[src/rtl/nes_shift_sequencer.sv]
// NES pad poller: latch/clock/data serial read, then Right/Left press-edge and auto-repeat
// stepping that drives increase/decrease/register of the display-offset shift counter.
module nes_shift_sequencer #(
    parameter int CLK_DIV      = 4,
    parameter int POLL_CYCLES  = 100000,
    parameter int REPEAT_DELAY = 20,
    parameter int REPEAT_RATE  = 4,
    parameter int INC_BIT      = 7,
    parameter int DEC_BIT      = 6
) (
    input  logic       clk,
    input  logic       reset,
    input  logic       pad_data,
    output logic       pad_latch,
    output logic       pad_clk,
    output logic [7:0] buttons,
    output logic       buttons_valid,
    output logic       increase,
    output logic       decrease,
    output logic       register,
    output logic       busy
);

    localparam int POLL_W  = $clog2(POLL_CYCLES + 1);
    localparam int PH_W    = $clog2(2 * CLK_DIV + 1);
    localparam int REP_MAX = (REPEAT_DELAY > REPEAT_RATE) ? REPEAT_DELAY : REPEAT_RATE;
    localparam int REP_W   = $clog2(REP_MAX + 1);

    typedef enum logic [2:0] {
        S_IDLE   = 3'd0,
        S_LATCH  = 3'd1,
        S_READ   = 3'd2,
        S_DECIDE = 3'd3,
        S_SETUP  = 3'd4,
        S_EDGE   = 3'd5,
        S_HOLD   = 3'd6
    } state_t;

    typedef enum logic [1:0] {
        DIR_NONE = 2'd0,
        DIR_INC  = 2'd1,
        DIR_DEC  = 2'd2
    } dir_t;

    state_t              r_state;
    logic [POLL_W-1:0]   r_poll_cnt;
    logic [PH_W-1:0]     r_phase_cnt;
    logic [2:0]          r_bit_cnt;
    logic                r_half;
    logic [7:0]          r_shift;
    logic [REP_W-1:0]    r_rep_cnt;
    dir_t                r_prev_dir;
    dir_t                r_step_dir;

    state_t              w_state_nxt;
    logic [POLL_W-1:0]   w_poll_nxt;
    logic [PH_W-1:0]     w_phase_nxt;
    logic [2:0]          w_bit_nxt;
    logic                w_half_nxt;
    logic [7:0]          w_shift_nxt;
    logic [REP_W-1:0]    w_rep_nxt;
    dir_t                w_prev_nxt;
    dir_t                w_step_nxt;
    dir_t                w_dir;
    logic                w_stepping;

    // Direction requested by the frame just read; both or neither pressed means no direction.
    always_comb begin
        w_dir = DIR_NONE;
        if (r_shift[INC_BIT] && !r_shift[DEC_BIT]) begin
            w_dir = DIR_INC;
        end else if (r_shift[DEC_BIT] && !r_shift[INC_BIT]) begin
            w_dir = DIR_DEC;
        end else begin
            w_dir = DIR_NONE;
        end
    end

    // Next-state and counter logic for the poll/read/step sequence.
    always_comb begin
        w_state_nxt = r_state;
        w_poll_nxt  = r_poll_cnt;
        w_phase_nxt = r_phase_cnt;
        w_bit_nxt   = r_bit_cnt;
        w_half_nxt  = r_half;
        w_shift_nxt = r_shift;
        w_rep_nxt   = r_rep_cnt;
        w_prev_nxt  = r_prev_dir;
        w_step_nxt  = r_step_dir;
        case (r_state)
            S_IDLE: begin
                if (r_poll_cnt == POLL_W'(POLL_CYCLES - 1)) begin
                    w_state_nxt = S_LATCH;
                    w_poll_nxt  = '0;
                    w_phase_nxt = '0;
                end else begin
                    w_poll_nxt = r_poll_cnt + POLL_W'(1);
                end
            end
            S_LATCH: begin
                if (r_phase_cnt == PH_W'(2 * CLK_DIV - 1)) begin
                    w_state_nxt = S_READ;
                    w_phase_nxt = '0;
                    w_half_nxt  = 1'b0;
                    w_bit_nxt   = 3'd0;
                end else begin
                    w_phase_nxt = r_phase_cnt + PH_W'(1);
                end
            end
            S_READ: begin
                if (r_phase_cnt == PH_W'(CLK_DIV - 1)) begin
                    w_phase_nxt = '0;
                    if (!r_half) begin
                        w_shift_nxt[r_bit_cnt] = ~pad_data;
                        // The last bit has no trailing high half: the pad sees no eighth clock.
                        if (r_bit_cnt == 3'd7) begin
                            w_state_nxt = S_DECIDE;
                        end else begin
                            w_half_nxt = 1'b1;
                        end
                    end else begin
                        w_half_nxt = 1'b0;
                        w_bit_nxt  = r_bit_cnt + 3'd1;
                    end
                end else begin
                    w_phase_nxt = r_phase_cnt + PH_W'(1);
                end
            end
            S_DECIDE: begin
                w_prev_nxt  = w_dir;
                w_state_nxt = S_IDLE;
                if (w_dir == DIR_NONE) begin
                    w_rep_nxt = '0;
                end else if (w_dir != r_prev_dir) begin
                    w_rep_nxt   = REP_W'(REPEAT_DELAY);
                    w_step_nxt  = w_dir;
                    w_state_nxt = S_SETUP;
                end else if (r_rep_cnt <= REP_W'(1)) begin
                    w_rep_nxt   = REP_W'(REPEAT_RATE);
                    w_step_nxt  = w_dir;
                    w_state_nxt = S_SETUP;
                end else begin
                    w_rep_nxt = r_rep_cnt - REP_W'(1);
                end
            end
            S_SETUP: begin
                w_state_nxt = S_EDGE;
            end
            S_EDGE: begin
                w_state_nxt = S_HOLD;
            end
            S_HOLD: begin
                w_state_nxt = S_IDLE;
            end
            default: begin
                w_state_nxt = S_IDLE;
            end
        endcase
    end

    assign w_stepping = (w_state_nxt == S_SETUP) || (w_state_nxt == S_EDGE) ||
                        (w_state_nxt == S_HOLD);

    // State and counter registers.
    always_ff @(posedge clk or posedge reset) begin
        if (reset) begin
            r_state     <= S_IDLE;
            r_poll_cnt  <= '0;
            r_phase_cnt <= '0;
            r_bit_cnt   <= 3'd0;
            r_half      <= 1'b0;
            r_shift     <= 8'h00;
            r_rep_cnt   <= '0;
            r_prev_dir  <= DIR_NONE;
            r_step_dir  <= DIR_NONE;
        end else begin
            r_state     <= w_state_nxt;
            r_poll_cnt  <= w_poll_nxt;
            r_phase_cnt <= w_phase_nxt;
            r_bit_cnt   <= w_bit_nxt;
            r_half      <= w_half_nxt;
            r_shift     <= w_shift_nxt;
            r_rep_cnt   <= w_rep_nxt;
            r_prev_dir  <= w_prev_nxt;
            r_step_dir  <= w_step_nxt;
        end
    end

    // Outputs are registered from the next state so they line up with the state they describe.
    always_ff @(posedge clk or posedge reset) begin
        if (reset) begin
            pad_latch     <= 1'b0;
            pad_clk       <= 1'b0;
            buttons       <= 8'h00;
            buttons_valid <= 1'b0;
            increase      <= 1'b0;
            decrease      <= 1'b0;
            register      <= 1'b0;
            busy          <= 1'b0;
        end else begin
            pad_latch     <= (w_state_nxt == S_LATCH);
            pad_clk       <= (w_state_nxt == S_READ) && w_half_nxt;
            buttons_valid <= (r_state == S_DECIDE);
            increase      <= w_stepping && (w_step_nxt == DIR_INC);
            decrease      <= w_stepping && (w_step_nxt == DIR_DEC);
            register      <= (w_state_nxt == S_EDGE);
            busy          <= (w_state_nxt != S_IDLE);
            if (r_state == S_DECIDE) begin
                buttons <= r_shift;
            end else begin
                buttons <= buttons;
            end
        end
    end

endmodule
[config.mk]
export PLATFORM = sky130hd
export DESIGN_NAME = nes_shift_sequencer
export DESIGN_NICKNAME = d
export VERILOG_FILES = /design/src/rtl/nes_shift_sequencer.sv
export SDC_FILE = /design/constraint.sdc
export NUM_CORES = 1
export LEC_CHECK = 0
export ABC_AREA = 1
export CORE_AREA = 2 2 92 94
export CTS_BUF_LIST = sky130_fd_sc_hd__clkbuf_2 sky130_fd_sc_hd__clkbuf_4 sky130_fd_sc_hd__clkbuf_8
export DETAILED_ROUTE_END_ITERATION = 10
export DIE_AREA = 0 0 94 96
export PLACE_DENSITY_LB_ADDON = 0.12
export SLEW_MARGIN = 20
export SYNTH_ARGS = -nofsm -noshare
export SYNTH_HDL_FRONTEND = slang
export SYNTH_SLANG_ARGS = --single-unit
[constraint.sdc]
create_clock -name clk -period 3.9 [get_ports clk]
set_clock_uncertainty 0.1 [all_clocks]
set_input_delay 1.17 -clock clk [delete_from_list [all_inputs] [get_ports clk]]
set_output_delay 1.17 -clock clk [all_outputs]
set_load 0.02 [all_outputs]
## Yosys cells after proc, flatten, opt, wreduce, memory -nomap -nowiden

Index checks and enable logic that the tools add are counted.

- Flip-flop bits (word level): 60
- Output and inout bits: 15

- $lt $le $gt $ge: 3
- Reduce and logical (&&, ||, !) cells: 18
- Mux-type cells: 35
- Bitwise operators: 2
- Equal/unequal tests: 21
- Add/subtract/negate cells: 4

Operator list:

| operator | number |
|---|---|
| $mux 3 | 11 |
| $eq 3x3->1 const B | 6 |
| $pmux 3 s6 | 1 |
| $add 17x1->17 const B | 1 |
| $eq 17x17->1 const B | 1 |
| $mux 17 | 1 |
| $mux 5 | 3 |
| $mux 2 | 6 |
| $mux 4 | 3 |
| $pmux 4 s3 | 1 |
| $eq 3x2->1 const B | 3 |
| $bwmux 8 | 1 |
| $ne 2x2->1 const B | 4 |
| $eq 3x1->1 const B | 2 |
| $logic_and 1x1->1 | 6 |
| $pmux 3 s2 | 1 |
| $reduce_bool 3->1 | 2 |
| $le 5x1->1 const B | 1 |
| $mux 1 | 5 |
| $sub 5x1->5 const B | 1 |
| $add 4x1->4 const B | 1 |
| $eq 4x2->1 const B | 1 |
| $eq 4x3->1 const B | 1 |
| $lt 3x4->1 const B | 1 |
| other kinds (16) | 19 |

## Longest topological paths before layout

Gate-level depths: netlist of run 1.

- Depth after elaboration: 12
- Depth in mapped cells: 12

## Worst setup path after synthesis of run 1

No wires, ideal clock.

- Path type: reg-to-output
- Start point: register buttons[0]
- End point: output port buttons[0]
- Data arrival time: 0.425 ns
- Buffers on the path: 0
- Stages on the path, launching flop included: 1
- Setup slack: 2.205 ns
- Data required time: 2.630 ns
- Cells stage by stage: dfrtp_1

RTL lines:

| what | line | text |
|---|---|---|
| start: declaration | 16 | `output logic [7:0] buttons,` |
| start signal: assignment | 209 | `buttons <= r_shift;` |
| start signal: assignment | 211 | `buttons <= buttons;` |

No word-level cell between the ends.

## Worst setup path in the final report of run 1

- Start point: register buttons[7]
- End point: output port buttons[7]

No word-level cell between the ends.

==> qor.log, run 1 <==
qor: run_status.status complete, no violations
qor: floorplan.coreArea 0.00805 mm2
qor: synthesis.number_of_register_bits_inferred_by_synthesis 60
qor: worst_setup_path.worst_r2r_path_depth 9
qor: synthesis.synthesis.yosys.warnings 0
qor: timing.post-route-period-util 0.659
qor: worst_setup_path.crit_path_max_fo 2
qor: clock_network.tritoncts done
qor: cells_and_area.seqCellArea 0.00150 mm2
qor: timing.finalCriticalPeriod 2570 ps
qor: clock_network.number_of_buffers_created_by_cts 9
qor: detailed_routing.per_cell_routed_wire_length 11.5 um
qor: synthesis.ys_dominant_reg_cell sky130_fd_sc_hd__dfrtp_1
qor: cells_and_area.nets 442
qor: clock_network.cts_buffer_depth 2
qor: worst_setup_path.cp_top_family buffers and inverters
qor: clock_network.clkLatencyLatePin 340 ps
qor: placement.detailedPlacementHpwl 4490 um
qor: timing.report.final.setup_viol 0
qor: placement.gpl.final_weighted_congestion 0.830
qor: timing.timing.setup.tns 0 ps
qor: clock_network.post_cts_hold_buffer_count 0
qor: power_and_ir_drop.max-vdd-ir-drop 0.000143 V
qor: synthesis.mappedNetlistArea 0.00317 mm2
qor: cells_and_area.fin_area 0.00370 mm2
qor: worst_setup_path.cp.arrival 1300 ps
qor: floorplan.start_util 0.393
qor: detailed_routing.first_pass_iters 4
qor: detailed_routing.drt.antenna.violating_nets 0
qor: grt.grt_antenna_before_repair 0
qor: timing.worst_margin_pin_slew 553 ps
qor: worst_setup_path.crit_buf_inv 1
qor: placement.placed_cell_area 0.00347 mm2
qor: worst_setup_path.criticalPathCategory reg2out
qor: clock_network.number_of_h_tree_levels 3
qor: synthesis.synth_edf_count 0
qor: power_and_ir_drop.leakagePower 0.00182 uW
qor: synthesis.yosys.cell_count.top_type sky130_fd_sc_hd__nand2_1
qor: synthesis.top_area_cells_in_the_synthesized_netlist sky130_fd_sc_hd__dfrtp_1, sky130_fd_sc_hd__nand2_1, sky130_fd_sc_hd__inv_1
qor: power_and_ir_drop.total_power 1280 uW
qor: worst_setup_path.setup.worst_path.end_class output port
qor: grt.grt_first_pass_wirelength 10900 um
qor: flow_run.maximum_capacitance_violations 0
qor: placement.dpl_worst_slack 1590 ps
qor: grt.grt_max_degree 37
qor: worst_setup_path.crit_path_cell_trace clkdlybuf4s50_1
qor: clock_network.numClockSinks 60
qor: floorplan.die_height 96 um
qor: cells_and_area.n_fill_cell 810
qor: worst_setup_path.worstSetupPathDepth 1
qor: synthesis.synth-seq-area-share 0.474
qor: synthesis.library_cell_with_the_largest_summed_area_after_synthesis sky130_fd_sc_hd__dfrtp_1
qor: grt.globalRouteOverflowTotal 0
qor: worst_setup_path.worstSetupStartpointType register
qor: timing.final.setup.worst_slack 1330 ps
qor: synthesis.yosys.cell_types.count 30
qor: grt.grt_pass1_vias 2409
qor: hold_path.worstHoldPathCells 2
qor: clock_network.postCtsResizedCells 0
qor: synthesis.synth.avg_cell_area 7.82 um2
qor: floorplan.floorplan.rows 33
qor: timing.hold_viol_final 0
qor: synthesis.synth.top_cell.area_share 0.474
qor: cells_and_area.layout-area-overhead-vs-synth 16.8%
qor: detailed_routing.detail_route.iter0.violations 132
qor: floorplan.io_pins 18
qor: detailed_routing.post_drt_via_cell_ratio 4.70
qor: worst_setup_path.worst_path_largest_cell_delay 610 ps
qor: synthesis.post_synth_most_frequent_cells sky130_fd_sc_hd__nand2_1, sky130_fd_sc_hd__dfrtp_1, sky130_fd_sc_hd__inv_1
qor: timing.achievable-frequency 389 MHz
qor: detailed_routing.drt_wl_total 6210 um
qor: grt.grt_usage 0.155
qor: detailed_routing.drcViolationCount 0
qor: worst_setup_path.worst-endpoint-required 2630 ps
qor: synthesis.synth-async-reset-ratio 1.00
qor: worst_setup_path.crit_slowest_cell sky130_fd_sc_hd__clkdlybuf4s50_1
qor: timing.slew_violations 0
qor: cells_and_area.insertedDiodeCount 0
qor: synthesis.mappedNetlistNets 416
qor: cells_and_area.finish.cell_count_without_fillers 541
qor: cells_and_area.drive_gt1_frac 0.0872
qor: clock_network.cts_setup_buffers 0
qor: hold_path.worst_min_path_class reg2reg
qor: detailed_routing.num_vias 2544
qor: power_and_ir_drop.power_density 345 mW/mm2
qor: clock_network.clkSlewWorstSetupHoldPaths 70 ps
qor: floorplan.width_of_the_chip 94 um
qor: placement.place.detailed.instances 525
qor: timing.max-slew-margin-rel 0.631
qor: placement.io_buffers 17
qor: synthesis.synthCells 405
qor: cells_and_area.area_of_the_multi_input_gates 0.00144 mm2
qor: clock_network.cts_root_buf sky130_fd_sc_hd__clkbuf_8
qor: floorplan.die_area 0.00902 mm2
qor: timing.unrepaired_setup_endpoints_after_global_routing no
-- through the flow --
step / hold slack [ps] / util
6_report: 368 / 0.460
3_5_place_dp: 359 / 0.432
2_1_floorplan: 349 / -
4_1_cts: 376 / 0.460
5_1_grt: 400 / 0.460
3_3_place_gp: 359 / 0.432
-- sequential cells by signal, indices dropped and copies added, names as in the netlist --
register       cells
r_half             1
r_rep_cnt          5
r_state            3
r_poll_cnt        17
pad_clk            1
r_bit_cnt          3
buttons            8
busy               1
register           1
buttons_valid      1
r_phase_cnt        4
r_shift            8
increase           1
pad_latch          1
decrease           1
r_step_dir         2
r_prev_dir         2
-- placed cells by master (no fill, tap or decap), types with 3 or more instances in the layout --
master / synthesis / routed
sky130_fd_sc_hd__clkbuf_8: 0 / 10
sky130_fd_sc_hd__nor3_1: 5 / 5
sky130_fd_sc_hd__nand2_2: 3 / 3
sky130_fd_sc_hd__nor2_1: 44 / 44
sky130_fd_sc_hd__nand3_1: 32 / 32
sky130_fd_sc_hd__o21ai_0: 19 / 19
sky130_fd_sc_hd__nand2_1: 126 / 126
sky130_fd_sc_hd__o21ai_1: 8 / 8
sky130_fd_sc_hd__inv_1: 49 / 48
sky130_fd_sc_hd__xor2_1: 9 / 9
sky130_fd_sc_hd__ha_1: 8 / 8
sky130_fd_sc_hd__a21oi_1: 6 / 6
sky130_fd_sc_hd__dfrtp_1: 60 / 60
sky130_fd_sc_hd__inv_2: 3 / 4
sky130_fd_sc_hd__clkdlybuf4s50_1: 0 / 17
sky130_fd_sc_hd__nand4_1: 8 / 8
-- cells by family (layout without fill, tap and decap cells) --
group           after synthesis  after routing  synth area share
fa+ha+maj                     8              8            0.0316
compound gates               39             39            0.0679
simple gates                230            230             0.326
xor+xnor                     11             11            0.0304
flops                        60             60             0.474
buf+inv                      57             88            0.0703
-- final cells by class --
| cell class | instances | share of cell area |
|---|---|---|
| clock buffers | 12 | 0.0413 |
| well taps | 105 | 0.0355 |
| flip-flops and latches | 60 | 0.406 |
| clock inverters | 4 | 0.0196 |
| inverters | 54 | 0.0561 |
| multi-input cells | 288 | 0.390 |
| repair buffers | 18 | 0.0514 |
-- per-layer routing --
layer / vias up / global-route usage / routed length [um]
met2: 24 / 0.233 / 2750
met1: 1167 / 0.213 / 3160
met3: 12 / 0.0329 / 160
li1: 1341 / - / -
met5: - / 0 / 0
met4: 0 / 0.0749 / 142
-- power breakdown --
group	switching (uW)	internal [uW]	total (uW)
logic	13.6	3.88	17.5
registers	0	622	622
clock network	247	391	638
-- path summary, 6_finish.rpt --
| path | from | end | slack, ps |
|---|---|---|---|
| hold reg to reg | buttons[3]$_DFFE_PP0P_ | buttons[3]$_DFFE_PP0P_ | 370 |
| setup reg to reg | r_shift[7]$_DFFE_PP0P_ | busy$_DFF_PP0_ | 2020 |
| max in group asynchronous | reset | r_poll_cnt[14]$_DFFE_PP0P_ | 2000 |
| min in group asynchronous | reset | r_rep_cnt[4]$_DFFE_PP0P_ | 1100 |
| hold / removal | buttons[3]$_DFFE_PP0P_ | buttons[3]$_DFFE_PP0P_ | 370 |
| setup / recovery | buttons[7]$_DFFE_PP0P_ | buttons[7] | 1330 |
No activity file was read; power rests on OpenSTA's default activity.
==> inputs of run 2 (changes only) <==
- clock period: 3.9 -> 2.4 ns (I/O delays scaled with it)
==> qor.log, run 2 (synthesis results as in run 1) <==
qor: run_status.status complete, no violations
qor: worst_setup_path.crit_slowest_cell sky130_fd_sc_hd__clkdlybuf4s50_1
qor: timing.timing.setup.tns 0 ps
qor: worst_setup_path.setup.worst_path.end_class output port
qor: power_and_ir_drop.max-vdd-ir-drop 0.000238 V
qor: cells_and_area.n_fill_cell 831
qor: grt.grt_first_pass_wirelength 11200 um
qor: grt.grt_pass1_vias 2549
qor: worst_setup_path.worstSetupPathDepth 1
qor: timing.finalCriticalPeriod 2120 ps
qor: clock_network.number_of_buffers_created_by_cts 9
qor: hold_path.worstHoldPathCells 2
qor: clock_network.tritoncts done
qor: placement.detailedPlacementHpwl 4450 um
qor: power_and_ir_drop.power_density 534 mW/mm2
qor: detailed_routing.per_cell_routed_wire_length 11.5 um
qor: clock_network.cts_root_buf sky130_fd_sc_hd__clkbuf_8
qor: floorplan.floorplan.rows 33
qor: timing.post-route-period-util 0.882
qor: worst_setup_path.worstSetupStartpointType register
qor: floorplan.die_area 0.00902 mm2
qor: cells_and_area.final_util 0.457
qor: cells_and_area.insertedDiodeCount 0
qor: clock_network.number_of_h_tree_levels 3
qor: timing.worst_margin_pin_slew 446 ps
qor: floorplan.coreArea 0.00805 mm2
qor: worst_setup_path.cp.arrival 1300 ps
qor: floorplan.die_height 96 um
qor: floorplan.width_of_the_chip 94 um
qor: worst_setup_path.crit_path_max_fo 2
qor: grt.grt_usage 0.158
qor: cells_and_area.flip_flop_count_of_the_largest_register_after_layout 17
qor: cells_and_area.most_frequent_cells_in_the_layout sky130_fd_sc_hd__nand2_1, sky130_fd_sc_hd__dfrtp_1, sky130_fd_sc_hd__inv_1
qor: timing.report.final.setup_viol 0
qor: clock_network.clkLatencyLatePin 340 ps
qor: placement.io_buffers 17
qor: detailed_routing.drt.antenna.violating_nets 0
qor: power_and_ir_drop.leakagePower 0.00182 uW
qor: clock_network.cts_setup_buffers 0
qor: cells_and_area.layout-area-overhead-vs-synth 16.2%
qor: worst_setup_path.crit_buf_inv 1
qor: worst_setup_path.worst-endpoint-required 1580 ps
qor: timing.final.hold.worst_slack 369 ps
qor: detailed_routing.drcViolationCount 0
qor: placement.gpl.final_weighted_congestion 0.827
qor: detailed_routing.drt_wl_total 6220 um
qor: worst_setup_path.worst_r2r_path_depth 9
qor: timing.unrepaired_setup_endpoints_after_global_routing no
qor: worst_setup_path.criticalPathCategory reg2out
qor: cells_and_area.nets 443
qor: grt.grt_antenna_before_repair 0
qor: worst_setup_path.cp_top_family buffers and inverters
qor: cells_and_area.largestRegisters r_poll_cnt (17), buttons (8), r_shift (8)
qor: grt.grt_max_degree 61
qor: cells_and_area.mostFrequentLayoutCell sky130_fd_sc_hd__nand2_1
qor: worst_setup_path.crit_path_cell_trace clkdlybuf4s50_1
qor: detailed_routing.post_drt_via_cell_ratio 4.73
qor: detailed_routing.num_vias 2558
qor: timing.final.setup.worst_slack 283 ps
qor: detailed_routing.first_pass_iters 4
qor: timing.achievable-frequency 472 MHz
qor: clock_network.numClockSinks 60
qor: flow_run.maximum_capacitance_violations 0
qor: floorplan.start_util 0.393
qor: timing.hold_viol_final 0
qor: timing.slew_violations 0
qor: placement.dpl_worst_slack 638 ps
qor: cells_and_area.registers.top_by_ff_count r_poll_cnt
qor: clock_network.clkSlewWorstSetupHoldPaths 70 ps
qor: worst_setup_path.worst_path_largest_cell_delay 600 ps
qor: clock_network.cts_buffer_depth 2
qor: grt.globalRouteOverflowTotal 0
qor: detailed_routing.detail_route.iter0.violations 117
qor: timing.max-slew-margin-rel 0.702
qor: cells_and_area.drive_gt1_frac 0.0872
qor: clock_network.postCtsResizedCells 0
qor: floorplan.io_pins 18
qor: clock_network.post_cts_hold_buffer_count 0
qor: hold_path.worst_min_path_class reg2reg
==> run 2: power by group <==
part           switching (uW)  total [uW]  internal [uW]
combinational            21.9        28.4           6.49
sequential                  0        1010           1010
clock                     397         925            528
total                     419        1960           1550
==> run 2: worst paths after layout <==
kind	from	end	slack (ps)
setup / recovery	buttons[7]$_DFFE_PP0P_	buttons[7]	280
min in group asynchronous	reset	r_rep_cnt[4]$_DFFE_PP0P_	650
setup reg to reg	r_shift[7]$_DFFE_PP0P_	busy$_DFF_PP0_	630
max in group asynchronous	reset	r_phase_cnt[1]$_DFFE_PP0P_	1260
hold / removal	buttons[0]$_DFFE_PP0P_	buttons[0]$_DFFE_PP0P_	370
hold reg to reg	buttons[0]$_DFFE_PP0P_	buttons[0]$_DFFE_PP0P_	370
==> run 2: metrics by stage <==
| stage | cells | total power [uW] | cell area (um2) |
|---|---|---|---|
| floorplan | 405 | 1040 | 3170 |
| global placement | 526 | 1060 | 3480 |
| detailed placement | 526 | 1060 | 3480 |
| CTS | 541 | 2000 | 3680 |
| global route | 541 | 2040 | 3680 |
| finish | 541 | 1960 | 3680 |
==> run 2: cell type report <==
cell class              instances  area, um2  share of cell area
flip-flops and latches         60       1500               0.408
multi-input cells             288       1440               0.392
inverters                      54        208              0.0564
repair buffers                 19        198              0.0537
clock buffers                  11        151              0.0411
well taps                     105        131              0.0357
clock inverters                 4       48.8              0.0133
==> run 2: layer usage <==
layer  vias up  GRT usage  part of all wire
li1       1344          -                 -
met1      1183      0.221              0.51
met2        25      0.238              0.45
met3         6     0.0282             0.029
met4         0     0.0797             0.010
met5         -          0                 0
==> variant 1, RTL diff (flow settings as in run 1) <==
The output `register` loses its register stage (`register` becomes a continuous assignment).
--- a/src/rtl/nes_shift_sequencer.sv
+++ b/src/rtl/nes_shift_sequencer.sv
@@ -195,7 +195,6 @@
             buttons_valid <= 1'b0;
             increase      <= 1'b0;
             decrease      <= 1'b0;
-            register      <= 1'b0;
             busy          <= 1'b0;
         end else begin
             pad_latch     <= (w_state_nxt == S_LATCH);
@@ -203,7 +202,6 @@
             buttons_valid <= (r_state == S_DECIDE);
             increase      <= w_stepping && (w_step_nxt == DIR_INC);
             decrease      <= w_stepping && (w_step_nxt == DIR_DEC);
-            register      <= (w_state_nxt == S_EDGE);
             busy          <= (w_state_nxt != S_IDLE);
             if (r_state == S_DECIDE) begin
                 buttons <= r_shift;
@@ -213,4 +211,6 @@
         end
     end
 
+    assign register = (w_state_nxt == S_EDGE);
+
 endmodule
Formal check against the unedited RTL: same outputs for any inputs over 10 cycles, from zero or initial values and one cycle with reset high; that may be too few to reach the edited logic, so the function may still have changed.
==> variant 1 against run 1 <==
  * Sequential cell count is 1 lower
  * Worst setup slack worse by 570 ps
  * Wire length is 4.3% lower
  * Area after synthesis shrank 3.2%
  * Via count is 5.4% lower
  * Synthesized cell count shrank 4.2%
  * Total power is 3.1% higher
  * Final area shrank 2.4%
==> variant 1: results (changes against run 1) <==
stage,metric,value,unit,change
yosys,yosys.area.top_type,dfrtp_1,,
finish,stdcell_count,525,,-3.0%
setup_path,cp_data_arrival_time,1870,ps,+570 ps
pwr,p_leak,1.84,nW,+1.0%
yosys,synth-seq-area-share,0.481,,+0.00731
finish,num-multi-input-gates,274,,-4.9%
clocking,h-tree-depth,3,,unchanged
finish,buf_share,0.0513,,-0.000139
worst_hold_path,hp-class,flop to flop,,
yosys,syn_nets,399,,-4.1%
finish,drive_gt1_frac,0.0905,,+0.00332
setup_path,crit_fanout,4,,+2
placed_design,dpl.cell_count,509,,-3.0%
placed_design,hpwl,4.35,mm,-3.2%
finish,inv_count,52,,-3.7%
yosys,ys_ff_latch,59,,-1.7%
global_routing,grt_pass1_vias,2273,,-5.6%
finish,multiInputGateArea,1380,um^2,-4.5%
placed_design,placed_cell_area,3370,um^2,-3.1%
run_status,status,completed,,
placed_design,routabilityCongestion,0.798,,-3.9%
detailed_routing,vias,2407,,-5.4%
finish,nets,426,,-3.6%
yosys,ys_warn_count,0,,unchanged
detailed_routing,dr.pass1.iters,4,,unchanged
pwr,peakVddDrop,0.258,mV,+80%
setup_path,worst_path_max_delay_cell,clkdlybuf4s50_1,,
global_routing,grt_pass1_wl,10.4,mm,-4.6%
global_routing,grt_max_degree,27,,-27%
detailed_routing,drt-total-wl,5.94,mm,-4.3%
finish,buffers,19,,+1
yosys,synthTopCellsByCount,"nand2_1, dfrtp_1, inv_1",,
placed_design,pre_cts_ws,1150,ps,-445 ps
detailed_routing,drtIter0Drc,82,,-38%
finish,sh_seq_area,0.409,,+0.00291
global_routing,antenna_found_initial,0,,unchanged
yosys,synth.avg_cell_area,7.91,um^2,+1.1%
clocking,cts_max_path_buffers,2,,unchanged
yosys,synth.distinct_cells,28,,-6.7%
timing,slew_headroom,0.615,,-0.0158
yosys,synthTopCellsByArea,"dfrtp_1, nand2_1, inv_1",,
global_routing,grt_usage,0.149,,-0.00647
finish,clkCellAreaFrac,0.0679,,+0.00702
setup_path,cp_slowest_stage_delay,640,ps,+30 ps
finish,n_clock_buffer,11,,-1
==> variant 1: cell count changes after synthesis, sizes merged <==
cell and change:
a211oi -1, dfrtp -1, inv -2, nand2 -5, nand3 -2, nand3b -2
nand4 -3, nor2 +1, nor3 -2, o211a +1, o21ai -4, o221ai +1
xnor2 +2
==> variant 1: final timing paths <==
kind / slack [ps] / start / end / depth (start not counted)
worst max-delay path: 760 / r_state[0] / register / 4
worst min-delay path: 370 / buttons[2] / buttons[2] / 2
worst max register to register: 1940 / r_shift[7] / busy / 9
worst min register to register: 370 / buttons[2] / buttons[2] / 2
max in group asynchronous: 1910 / reset / r_shift[0] / 3
min in group asynchronous: 1110 / reset / r_rep_cnt[1] / 2
==> variant 1: cell families after synthesis <==
kind of cell	synth area share
buffers and inverters	0.0693
AO/OA/AOI/OAI	0.0673
adder cells (fa/ha/maj)	0.0326
XOR/XNOR	0.0371
flip-flops	0.481
AND/OR/NAND/NOR	0.312
==> variant 1: layer usage <==
layer,share of wire,track usage
met5,0,0
met2,0.42,0.235
met4,0.016,0.0543
met1,0.54,0.197
met3,0.023,0.0399
==> variant 1: stage by stage <==
stage           util  hold slack, ps
2_1_floorplan      -             349
5_1_grt        0.449             404
6_report       0.449             371
3_5_place_dp   0.418             362
4_1_cts        0.449             379
3_3_place_gp   0.418             360
==> variant 1: power by group <==
| part | switching (mW) | total (mW) | internal, mW |
|---|---|---|---|
| Combinational | 0.0134 | 0.0166 | 0.00316 |
| Sequential | 0 | 0.612 | 0.612 |
| Clock | 0.242 | 0.689 | 0.447 |
| Total | 0.255 | 1.32 | 1.06 |
==> variant 1: worst reg2reg max path, delay by kind of cell (launching register included) <==
family / cells / cell delay [ps]
simple gates: 5 / 580
compound gates: 1 / 380
buf+inv: 2 / 150
flops: 1 / 400
fa+ha+maj: 1 / 220
==> variant 2, RTL diff (flow settings as in run 1) <==
Made on the original files. Set the parameter `INC_BIT` to 6 (it was 7).
--- a/src/rtl/nes_shift_sequencer.sv
+++ b/src/rtl/nes_shift_sequencer.sv
@@ -5,7 +5,7 @@
     parameter int POLL_CYCLES  = 100000,
     parameter int REPEAT_DELAY = 20,
     parameter int REPEAT_RATE  = 4,
-    parameter int INC_BIT      = 7,
+    parameter int INC_BIT      = 6,
     parameter int DEC_BIT      = 6
 ) (
     input  logic       clk,
Behaviour: no difference found for any inputs over 10 cycles, from zero or initial values and one cycle with reset high; that may be too few to reach the edited logic, so the function may still have changed.
==> variant 2 against run 1 <==
  * Total power fell by 34%
  * Area after synthesis fell by 22%
  * Wire length fell by 20%
  * First-iteration DRC count fell by 21%
  * Sequential cell count fell by 11
  * Register-to-register slack improved by 100 ps
  * Sequential share of layout area rose by 2.5 points
  * Worst setup slack improved by 36 ps
  * Die area did not move
  * Final area fell by 23%
  * Critical endpoint unchanged
  * Highest routed layer unchanged
==> variant 2: results (changes against run 1) <==
stage,metric,value,unit,change
placed_design,portBuffers,15,,-2
finish,drive_gt1_frac,0.0917,,+0.00459
pwr,peakVddDrop,0.181,mV,+26%
global_routing,grt_util_met3,0.0235,,-0.00940
clocking,h-tree-depth,2,,-1
detailed_routing,vias,1917,,-25%
run_status,status,completed,,
placed_design,placed_cell_area,2750,um^2,-21%
global_routing,grt_pass1_vias,1848,,-23%
yosys,synthAdderAreaFrac,0.0202,,-0.0114
yosys,synth-seq-area-share,0.494,,+0.0198
detailed_routing,wl_per_cell,11.5,um,about the same
clocking,cts_resized,0,,unchanged
clocking,clk_latency,300,ps,-40 ps
clocking,path_clk_slew,100,ps,+30 ps
setup_path,rr_endpoint,pad_latch,,
placed_design,routabilityCongestion,0.796,,-4.1%
yosys,synth_xor_area_frac,0.0317,,+0.00133
global_routing,grt_pass1_wl,8.80,mm,-19%
finish,nets,333,,-25%
setup_path,endpoint,buttons[7],,
yosys,synth_edf_count,0,,unchanged
setup_path,r2r_setup_slack,2120,ps,+100 ps
clocking,post-cts-setup-buffer-count,0,,unchanged
setup_path,cp_data_arrival_time,1270,ps,-30 ps
clocking,cts_max_path_buffers,2,,unchanged
global_routing,met2_usage,0.188,,-0.0452
global_routing,grt_max_degree,50,,+35%
pwr,p_leak,1.36,nW,-25%
timing,slew_headroom,0.585,,-0.0456
yosys,synth.avg_cell_area,8.14,um^2,+4.1%
global_routing,met1_usage,0.179,,-0.0346
yosys,synth.distinct_cells,27,,-10%
placed_design,hpwl,3.61,mm,-20%
detailed_routing,drtIter0Drc,104,,-21%
setup_path,reg2reg_from,r_poll_cnt[0],,
placed_design,pre_cts_ws,1650,ps,+58.1 ps
finish,stdcell_count,432,,-20%
yosys,syn_area,2480,um^2,-22%
global_routing,grt_usage,0.124,,-0.0307
clocking,numCtsBuffers,5,,-4
yosys,synthTopCellsByCount,"nand2_1, dfrtp_1, inv_1",,
timing,period_share,0.650,,-0.00930
setup_path,crit_path_start,buttons[7],,
variant 2: worst min-delay path by stage:
stage                     from         end  slack [ps]  cells after the start
CTS                 r_shift[7]  buttons[7]         380                      2
finish              r_shift[7]  buttons[7]         370                      2
global route        r_shift[7]  buttons[7]         380                      2
floorplan           r_shift[0]  buttons[0]         350                      2
global placement    buttons[6]  buttons[6]         350                      2
detailed placement  buttons[6]  buttons[6]         360                      2
variant 2: report_power, final:
group          internal (mW)  switching [mW]
Clock                  0.144           0.173
Combinational        0.00252          0.0127
Sequential             0.508               0
variant 2: routing by layer:
metal,share of wire,up-vias
li1,-,1002
met1,0.53,874
met2,0.42,35
met3,0.033,6
met4,0.018,0
met5,0,-
variant 2: layout make-up:
class	count	area, um^2
Sequential cell	49	1230
Inverter	40	150
Fill cell	875	5200
Tap cell	105	131
Clock inverter	2	13.8
Multi-Input combinational cell	214	1080
Clock buffer	6	82.6
Timing Repair Buffer	16	158
